[src/rtl/multicycle_control_if.sv]
// multicycle_control_if: handshake, opcode and control-strobe bundle between the
// multicycle sequencer (slave) and its environment (master).
interface multicycle_control_if #(
    parameter int CNT_W = 32
);
    logic             run;
    logic [6:0]       opcode;
    logic             branch_taken;
    logic             imem_ready;
    logic             dmem_ready;
    logic             imem_req;
    logic             ir_write;
    logic             dmem_req;
    logic             dmem_we;
    logic [1:0]       alu_op;
    logic             alu_src_imm;
    logic             reg_write;
    logic [1:0]       wb_sel;
    logic             pc_write;
    logic             pc_sel;
    logic             busy;
    logic             trap;
    logic [CNT_W-1:0] instret;

    modport master (
        output run, opcode, branch_taken, imem_ready, dmem_ready,
        input  imem_req, ir_write, dmem_req, dmem_we, alu_op, alu_src_imm,
               reg_write, wb_sel, pc_write, pc_sel, busy, trap, instret
    );

    modport slave (
        input  run, opcode, branch_taken, imem_ready, dmem_ready,
        output imem_req, ir_write, dmem_req, dmem_we, alu_op, alu_src_imm,
               reg_write, wb_sel, pc_write, pc_sel, busy, trap, instret
    );
endinterface

[src/rtl/multicycle_control.sv]
// multicycle_control: fetch/decode/execute/memory/writeback sequencer for the multi-cycle RISC-V core.
// Define ILLEGAL_TRAP_EN to trap on illegal opcodes; otherwise they retire as NOPs.
module multicycle_control #(
    parameter int CNT_W = 32
) (
    input  logic                 clk,
    input  logic                 reset_n,
    multicycle_control_if.slave  bus
);
    typedef enum logic [3:0] {
        S_IDLE, S_FETCH, S_DECODE, S_EXEC, S_MEM, S_WB, S_BRANCH, S_JUMP
`ifdef ILLEGAL_TRAP_EN
        , S_TRAP
`endif
    } state_t;

    typedef enum logic [2:0] {C_R, C_I, C_LOAD, C_STORE, C_BRANCH, C_JAL, C_ILL} cls_t;

    localparam logic [6:0] OP_R      = 7'b0110011;
    localparam logic [6:0] OP_I      = 7'b0010011;
    localparam logic [6:0] OP_LOAD   = 7'b0000011;
    localparam logic [6:0] OP_STORE  = 7'b0100011;
    localparam logic [6:0] OP_BRANCH = 7'b1100011;
    localparam logic [6:0] OP_JAL    = 7'b1101111;

    state_t           state_q, state_d, retire_nxt;
    cls_t             cls_q, cls_d, dec;
    logic [CNT_W-1:0] instret_q;
    logic             imem_req, ir_write, dmem_req, dmem_we, alu_src_imm;
    logic             reg_write, pc_write, pc_sel;
    logic [1:0]       alu_op, wb_sel;

    always_comb begin
        dec = bus.opcode == OP_R      ? C_R      :
              bus.opcode == OP_I      ? C_I      :
              bus.opcode == OP_LOAD   ? C_LOAD   :
              bus.opcode == OP_STORE  ? C_STORE  :
              bus.opcode == OP_BRANCH ? C_BRANCH :
              bus.opcode == OP_JAL    ? C_JAL    : C_ILL;
        cls_d      = state_q == S_DECODE ? dec : cls_q;
        retire_nxt = bus.run ? S_FETCH : S_IDLE;
    end

    always_comb begin
        state_d     = state_q;
        imem_req    = 1'b0;
        ir_write    = 1'b0;
        dmem_req    = 1'b0;
        dmem_we     = 1'b0;
        alu_op      = 2'b00;
        alu_src_imm = 1'b0;
        reg_write   = 1'b0;
        wb_sel      = 2'b00;
        pc_write    = 1'b0;
        pc_sel      = 1'b0;
        case (state_q)
            S_IDLE: state_d = bus.run ? S_FETCH : S_IDLE;
            S_FETCH: begin
                imem_req = 1'b1;
                ir_write = bus.imem_ready;
                state_d  = bus.imem_ready ? S_DECODE : S_FETCH;
            end
            S_DECODE: begin
                case (dec)
                    C_BRANCH: state_d = S_BRANCH;
                    C_JAL:    state_d = S_JUMP;
`ifdef ILLEGAL_TRAP_EN
                    C_ILL:    state_d = S_TRAP;
`else
                    C_ILL: begin
                        pc_write = 1'b1;
                        state_d  = retire_nxt;
                    end
`endif
                    default:  state_d = S_EXEC;
                endcase
            end
            S_EXEC: begin
                alu_op      = cls_q == C_R ? 2'b10 : 2'b00;
                alu_src_imm = cls_q != C_R;
                state_d     = (cls_q == C_LOAD || cls_q == C_STORE) ? S_MEM : S_WB;
            end
            S_MEM: begin
                alu_src_imm = 1'b1;
                dmem_req    = 1'b1;
                dmem_we     = cls_q == C_STORE;
                pc_write    = bus.dmem_ready && cls_q == C_STORE;
                state_d     = !bus.dmem_ready ? S_MEM : cls_q == C_STORE ? retire_nxt : S_WB;
            end
            S_WB: begin
                reg_write = 1'b1;
                wb_sel    = cls_q == C_LOAD ? 2'b01 : 2'b00;
                pc_write  = 1'b1;
                state_d   = retire_nxt;
            end
            S_BRANCH: begin
                alu_op   = 2'b01;
                pc_write = 1'b1;
                pc_sel   = bus.branch_taken;
                state_d  = retire_nxt;
            end
            S_JUMP: begin
                alu_op    = 2'b11;
                reg_write = 1'b1;
                wb_sel    = 2'b10;
                pc_write  = 1'b1;
                pc_sel    = 1'b1;
                state_d   = retire_nxt;
            end
`ifdef ILLEGAL_TRAP_EN
            S_TRAP: state_d = S_TRAP;
`endif
            default: state_d = S_IDLE;
        endcase
    end

    always_ff @(posedge clk) begin
        if (!reset_n) begin
            state_q   <= S_IDLE;
            cls_q     <= C_ILL;
            instret_q <= '0;
        end else begin
            state_q <= state_d;
            cls_q   <= cls_d;
            if (pc_write) instret_q <= instret_q + CNT_W'(1);
        end
    end

    assign bus.imem_req    = imem_req;
    assign bus.ir_write    = ir_write;
    assign bus.dmem_req    = dmem_req;
    assign bus.dmem_we     = dmem_we;
    assign bus.alu_op      = alu_op;
    assign bus.alu_src_imm = alu_src_imm;
    assign bus.reg_write   = reg_write;
    assign bus.wb_sel      = wb_sel;
    assign bus.pc_write    = pc_write;
    assign bus.pc_sel      = pc_sel;
    assign bus.busy        = state_q != S_IDLE;
    assign bus.instret     = instret_q;
`ifdef ILLEGAL_TRAP_EN
    assign bus.trap        = state_q == S_TRAP;
`else
    assign bus.trap        = 1'b0;
`endif
endmodule

[src/flat_wrapper.sv]
// flat-port wrapper written by rule: the top's interface ports become plain ports
module multicycle_control_flat 
#(
    parameter int CNT_W = 32
)
  (clk, reset_n, bus_run, bus_opcode, bus_branch_taken, bus_imem_ready, bus_dmem_ready, bus_imem_req, bus_ir_write, bus_dmem_req, bus_dmem_we, bus_alu_op, bus_alu_src_imm, bus_reg_write, bus_wb_sel, bus_pc_write, bus_pc_sel, bus_busy, bus_trap, bus_instret);
  multicycle_control_if #(.CNT_W(CNT_W)) bus_i ();
  input  logic clk;
  input  logic reset_n;
  input wire logic [$bits(bus_i.run)-1:0] bus_run;
  input wire logic [$bits(bus_i.opcode)-1:0] bus_opcode;
  input wire logic [$bits(bus_i.branch_taken)-1:0] bus_branch_taken;
  input wire logic [$bits(bus_i.imem_ready)-1:0] bus_imem_ready;
  input wire logic [$bits(bus_i.dmem_ready)-1:0] bus_dmem_ready;
  output wire logic [$bits(bus_i.imem_req)-1:0] bus_imem_req;
  output wire logic [$bits(bus_i.ir_write)-1:0] bus_ir_write;
  output wire logic [$bits(bus_i.dmem_req)-1:0] bus_dmem_req;
  output wire logic [$bits(bus_i.dmem_we)-1:0] bus_dmem_we;
  output wire logic [$bits(bus_i.alu_op)-1:0] bus_alu_op;
  output wire logic [$bits(bus_i.alu_src_imm)-1:0] bus_alu_src_imm;
  output wire logic [$bits(bus_i.reg_write)-1:0] bus_reg_write;
  output wire logic [$bits(bus_i.wb_sel)-1:0] bus_wb_sel;
  output wire logic [$bits(bus_i.pc_write)-1:0] bus_pc_write;
  output wire logic [$bits(bus_i.pc_sel)-1:0] bus_pc_sel;
  output wire logic [$bits(bus_i.busy)-1:0] bus_busy;
  output wire logic [$bits(bus_i.trap)-1:0] bus_trap;
  output wire logic [$bits(bus_i.instret)-1:0] bus_instret;
  assign bus_i.run = bus_run;
  assign bus_i.opcode = bus_opcode;
  assign bus_i.branch_taken = bus_branch_taken;
  assign bus_i.imem_ready = bus_imem_ready;
  assign bus_i.dmem_ready = bus_dmem_ready;
  assign bus_imem_req = bus_i.imem_req;
  assign bus_ir_write = bus_i.ir_write;
  assign bus_dmem_req = bus_i.dmem_req;
  assign bus_dmem_we = bus_i.dmem_we;
  assign bus_alu_op = bus_i.alu_op;
  assign bus_alu_src_imm = bus_i.alu_src_imm;
  assign bus_reg_write = bus_i.reg_write;
  assign bus_wb_sel = bus_i.wb_sel;
  assign bus_pc_write = bus_i.pc_write;
  assign bus_pc_sel = bus_i.pc_sel;
  assign bus_busy = bus_i.busy;
  assign bus_trap = bus_i.trap;
  assign bus_instret = bus_i.instret;
  multicycle_control #(.CNT_W(CNT_W)) u_core (.clk(clk), .reset_n(reset_n), .bus(bus_i));
endmodule
[config.mk]
export PLATFORM = sky130hd
export DESIGN_NAME = multicycle_control_flat
export DESIGN_NICKNAME = d
export VERILOG_FILES = /design/src/rtl/multicycle_control_if.sv /design/src/rtl/multicycle_control.sv /design/src/flat_wrapper.sv
export SDC_FILE = /design/constraint.sdc
export NUM_CORES = 1
export LEC_CHECK = 0
export ABC_AREA = 1
export CORE_UTILIZATION = 51
export CTS_CLUSTER_DIAMETER = 80
export CTS_CLUSTER_SIZE = 16
export DETAILED_ROUTE_END_ITERATION = 16
export HOLD_SLACK_MARGIN = 0.02
export PLACE_DENSITY_LB_ADDON = 0.2
export SLEW_MARGIN = 25
export SYNTH_ARGS = -nofsm -noshare
export SYNTH_HDL_FRONTEND = slang
export SYNTH_SLANG_ARGS = --single-unit
[constraint.sdc]
create_clock -name clk -period 2.3 [get_ports clk]
set_clock_uncertainty 0.2 [all_clocks]
set_input_delay 0.69 -clock clk [delete_from_list [all_inputs] [get_ports clk]]
set_output_delay 0.69 -clock clk [all_outputs]
set_load 0.005 [all_outputs]
=== Word level (Yosys, flattened, before mapping) ===
Cells that the tools add are included.

* Equal/unequal tests: 18
* Multiplexer cells: 26
* Bitwise logic cells: 0
* Multipliers: 0
* Shift operators: 0
* Magnitude comparators: 0
* $add $sub $neg: 1
* Div/mod/pow operators: 0
* Reduce and logical (&&, ||, !) cells: 9

{| class="wikitable"
|+ Operator list
! kind !! number
|-
| 32-bit by 1-bit adder with 32-bit output, second input constant || 1
|-
| 4-bit case mux with 5 select lines || 1
|-
| 4-bit by 3-bit == test with 1-bit output, second input constant || 4
|-
| 3-bit two-way mux || 5
|-
| 7-bit by 6-bit == test with 1-bit output, second input constant || 2
|-
| 7-bit == test, second input constant || 2
|-
| 4-bit case mux with 3 select lines || 1
|-
| 3-bit == test, second input constant || 3
|-
| 1-bit two-way mux || 9
|-
| 4-bit by 2-bit == test with 1-bit output, second input constant || 2
|-
| 4-bit two-way mux || 2
|-
| 7-bit by 2-bit == test with 1-bit output, second input constant || 1
|-
| 7-bit by 5-bit == test with 1-bit output, second input constant || 1
|-
| 3-bit by 2-bit == test with 1-bit output, second input constant || 2
|-
| 2-bit two-way mux || 3
|-
| 2-bit case mux with 3 select lines || 1
|-
| 4-bit by 1-bit == test with 1-bit output, second input constant || 1
|-
| 4-bit logical NOT || 1
|-
| 1-bit case mux with 2 select lines || 2
|-
| 2-bit case mux with 2 select lines || 1
|-
| 4-bit nonzero test || 1
|-
| 4-bit OR reduction || 1
|-
| 3-bit logical NOT || 1
|-
| 1-bit case mux with 3 select lines || 1
|-
| 5 further kinds || 5
|}

* Register bits after elaboration: 39
* Output and inout bits: 46
* Latch bits: 0
* Word-level logic and storage cells: 57
* Memory bits (writable): 0
* Memory bits (read-only): 0
* Input bits: 13
* Memories kept: 0

=== Longest topological paths before layout ===
* Depth after elaboration: 10
* Mapped depth: 10

=== Worst setup path after synthesis ===
Ideal clock, no wire load.

* Kind: input-to-output
* Start point: input bus_opcode[1]
* End point: output bus_pc_write
* Cell stages on the path: 6
* Path slack: 0.017 ns
* Data arrival time: 1.393 ns
* Path buffers: 1
* Cells stage by stage: nand2_1 > nor3_1 > o21ai_0 > nand2_2 > nand2_4 > buf_6

* Longest elaborated chain between the ends: 10
* Elaborated cells between the ends (all ways): 15
* Those cells by class: 7 x eq/ne; 8 x mux

{| class="wikitable"
|+ Ends and longest elaborated chain
! element !! RTL line !! RTL
|-
| from (decl) || flat_wrapper.sv:11 || <nowiki>input wire logic [$bits(bus_i.opcode)-1:0] bus_opcode;</nowiki>
|-
| 7-bit == test || multicycle_control.sv:39 || <nowiki>bus.opcode == OP_JAL ? C_JAL : C_ILL;</nowiki>
|-
| 2-bit two-way mux || multicycle_control.sv:39 ||
|-
| 3-bit two-way mux || multicycle_control.sv:38 || <nowiki>bus.opcode == OP_BRANCH ? C_BRANCH :</nowiki>
|-
| 3-bit two-way mux || multicycle_control.sv:37 || <nowiki>bus.opcode == OP_STORE ? C_STORE :</nowiki>
|-
| 3-bit two-way mux || multicycle_control.sv:36 || <nowiki>bus.opcode == OP_LOAD ? C_LOAD :</nowiki>
|-
| 3-bit two-way mux || multicycle_control.sv:35 || <nowiki>bus.opcode == OP_I ? C_I :</nowiki>
|-
| 3-bit two-way mux * || multicycle_control.sv:34 || <nowiki>dec = bus.opcode == OP_R ? C_R :</nowiki>
|-
| 3-bit == test * || multicycle_control.sv:64 || <nowiki>case (dec)</nowiki>
|-
| 1-bit two-way mux * || multicycle_control.sv:64 ||
|-
| 1-bit case mux with 3 select lines * || multicycle_control.sv:56 || <nowiki>case (state_q)</nowiki>
|-
| to (decl) || flat_wrapper.sv:23 || <nowiki>output wire logic [$bits(bus_i.pc_write)-1:0] bus_pc_write;</nowiki>
|}

Every way passes the cells marked *; elsewhere a longest branch is shown, timed or not.

=== Final worst setup path ===
Ends and elaborated chain as after synthesis.

==> results.py <==
metrics = {
    "grt": {
        "grt_usage_pct": 33.1,
        "grt_max_degree": 34,
        "grt_pass1_vias": 2993,
        "grt_pass1_wl_um": 13600,
        "grt_overflow": 0,
        "antenna_found_initial": 0,
    },
    "floorplanning": {
        "io_pins": 59,
        "initial_utilization_pct": 53.8,
        "die_width_um": 73.0,
        "fp.dieH_um": 73.0,
        "coreArea_sq_um": 4790,
        "die_area_sq_um": 5330,
        "num_rows": 25,
    },
    "worst_setup_path": {
        "crit_fanout": 2,
        "crit_arrival_ps": 1480,
        "crit_type": "primary input to primary output",
        "r2r_slack_ps": 200,
        "reg2regPathDepth": 9,
        "rr_endpoint": "u_core.bus.instret[16]",
        "startpoint_type": "primary input",
        "critPathRequiredTime_ps": 1410,
        "critPathCaptureType": "primary output",
        "rr_startpoint": "u_core.bus.instret[0]",
    },
    "cts": {
        "cts_hold_buf": 0,
        "clkSinkCount": 38,
        "cts-root-buf": "clkbuf_8",
        "cts_tree": "done",
        "cts_buffer_depth": 2,
        "clock_latency_ps": 300,
        "h-tree-depth": 2,
        "clk_pin_slew_ps": 70,
        "cts_buffers": 5,
    },
    "sta": {
        "hold-worst-slack_ps": 324,
        "rsz0062_at_grt": "true",
        "fmax_ghz": 0.421,
        "setup_viol": 1,
        "hold_viol_final": 0,
        "setup_ws_ps": -73.0,
        "layout_min_cycle_time_ps": 2370,
        "slew_violations": 0,
        "finalCritPeriodShare_pct": 103,
    },
    "detailed_routing": {
        "post_drt_wl_per_cell_um": 14.4,
        "drc_errors": 0,
        "vias": 3332,
        "vias_per_cell": 5.51,
        "routed_wl_um": 8700,
        "antenna_left": 0,
        "drt_first_pass_iters": 5,
        "drt_iter0_markers": 262,
    },
    "power_and_ir_drop": {
        "vdd_ir_drop_max_mv": 0.324,
        "powerDensity_nw_per_um2": 383,
        "total_leakage_power_nw": 1.50,
    },
    "flow_run": {
        "drv_cap": 0,
    },
    "placement": {
        "placed_area_sq_um": 3280,
        "io_buffers": 57,
        "routabilityCongestion": 0.960,
        "dpl.hpwl_um": 5280,
    },
    "yosys": {
        "syn-instance-count": 441,
        "ys_types": 30,
        "synth_top_family_by_area": "simple AND/OR/NAND/NOR gates",
        "synthSimpleGateAreaFrac_pct": 44.6,
        "syn-cell-area_sq_um": 2570,
        "synth_compound_area_share_pct": 11.2,
        "synth_xor_area_share_pct": 4.77,
        "synth_fa_ha_area_share_pct": 0.486,
        "ys_ff_latch": 38,
        "postSynthAreaPerCell_sq_um": 5.83,
        "yosysTopAreaCellShare_pct": 29.6,
        "yosys-top-cells-area": "dfxtp_1 (30%), nand2_1 (22%), nor2_1 (10%)",
        "synth_fp_nets": 455,
        "ys_seq_area_share_pct": 29.6,
        "yosysWarnings": 0,
        "synthMuxAreaShare_pct": 0,
        "synth_area_leader_cell": "dfxtp_1",
    },
    "finish": {
        "layout_common_cells": "nand2_1 (145), nor2_1 (62), nand3_1 (46), buf_4 (46)",
        "post-route-cell-area_sq_um": 3700,
        "antennaDiodeCount": 0,
        "final_common_cell": "nand2_1",
        "fin_nets": 551,
        "multi_input_area_sq_um": 1700,
        "seqCellArea_sq_um": 769,
        "fillers": 384,
        "area_growth_pct": 44.0,
        "drive_gt1_share_pct": 18.6,
    },
    "status": {
        "outcome": "finished, violations left",
        "violations": "negative setup slack",
    },
    "worst_hold_path": {
        "min_to": "u_core.bus.instret[31]",
        "hold_start": "u_core.bus.instret[31]",
        "whs_path_depth": 2,
        "hp-class": "register to register",
    },
}
per-stage QoR:
| step | utilization (%) | setup slack [ps] | total power [mW] | instances | TNS (ps) |
|---|---|---|---|---|---|
| 2_1_floorplan | - | 17.4 | 0.743 | 441 | 0 |
| 3_3_place_gp | 68.6 | -738 | 0.805 | 570 | -8050 |
| 3_5_place_dp | 68.6 | -753 | 0.807 | 570 | -9080 |
| 4_1_cts | 74.7 | -144 | 1.38 | 601 | -144 |
| 5_1_grt | 77.4 | -107 | 1.46 | 605 | -199 |
| 6_report | 77.4 | -73.0 | 1.42 | 605 | -73.0 |
flip-flops by register name (all words and copies together), names as in the netlist:
name	cells
u_core.bus.instret	32
u_core.state_q	3
u_core.cls_q	3
report_power, final:
group	total, mW	switching (mW)	leakage, nW	internal [mW]
sequential	0.673	0.0104	0.308	0.663
clock	0.584	0.265	0.0579	0.320
combinational	0.162	0.0865	1.14	0.0758
cell type report:
type	count	share of cell area [%]
Inverter	40	4.12
Clock buffer	5	1.86
Clock inverter	3	1.08
Timing Repair Buffer	103	23.9
Tap cell	67	2.26
Sequential cell	38	20.8
Multi-Input combinational cell	349	46.0
how the worst max path moves through the flow:
stage | from | to | cells after the start
after floorplan | bus_opcode[1] | bus_pc_write | 6
after global placement | bus_opcode[3] | bus_pc_write | 8
after detailed placement | bus_opcode[3] | bus_pc_write | 8
after CTS | bus_opcode[4] | bus_pc_write | 8
after global routing | bus_opcode[1] | bus_pc_write | 7
final | bus_opcode[1] | bus_pc_write | 7
synth_stat cells:
library cell	number
xnor2_1	5
conb_1	1
o21bai_1	2
o21ai_0	10
buf_2	7
o31ai_1	1
a31oi_1	2
nand4_1	2
nor2_2	2
o221ai_1	1
nand2_4	1
dfxtp_1	38
a21oi_1	34
nor2_4	1
buf_6	3
nand2_1	154
nor2_1	70
inv_1	38
clkinv_1	2
ha_1	1
buf_4	1
nand3_1	47
xor2_1	9
nor4_1	1
a21oi_4	1
clkbuf_1	3
and3_1	1
nor3_1	1
nand2_2	1
o211ai_1	1
metal layers:
layer / share of wire (%) / vias up / global-route usage [%]
li1: - / 1589 / -
met1: 41 / 1552 / 40.8
met2: 49 / 156 / 54.8
met3: 5.9 / 35 / 6.49
met4: 3.8 / 0 / 16.1
met5: 0 / - / 0
worst max-delay path, cell delays in order:
cell,delay [ps]
clkbuf_2,100
nand2_2,110
nor3_4,230
o21ai_4,90
nand2_4,90
nand2_4,60
buf_6,110
what timing repair did:
item | 4_1_cts | 5_1_grt
buffers inserted | 23 | 5
resized for setup | 62 | 40
gates cloned | 0 | 0
pin swaps | 15 | 13
setup endpoints to repair | 13 | 11
cell families after synthesis:
family                   count (synthesis)
AND/OR/NAND/NOR                        281
buffers and inverters                   54
AO/OA/AOI/OAI                           52
flip-flops                              38
XOR/XNOR                                14
adder cells (fa/ha/maj)                  1
other                                    1
Power figures use the tool's default switching activity.
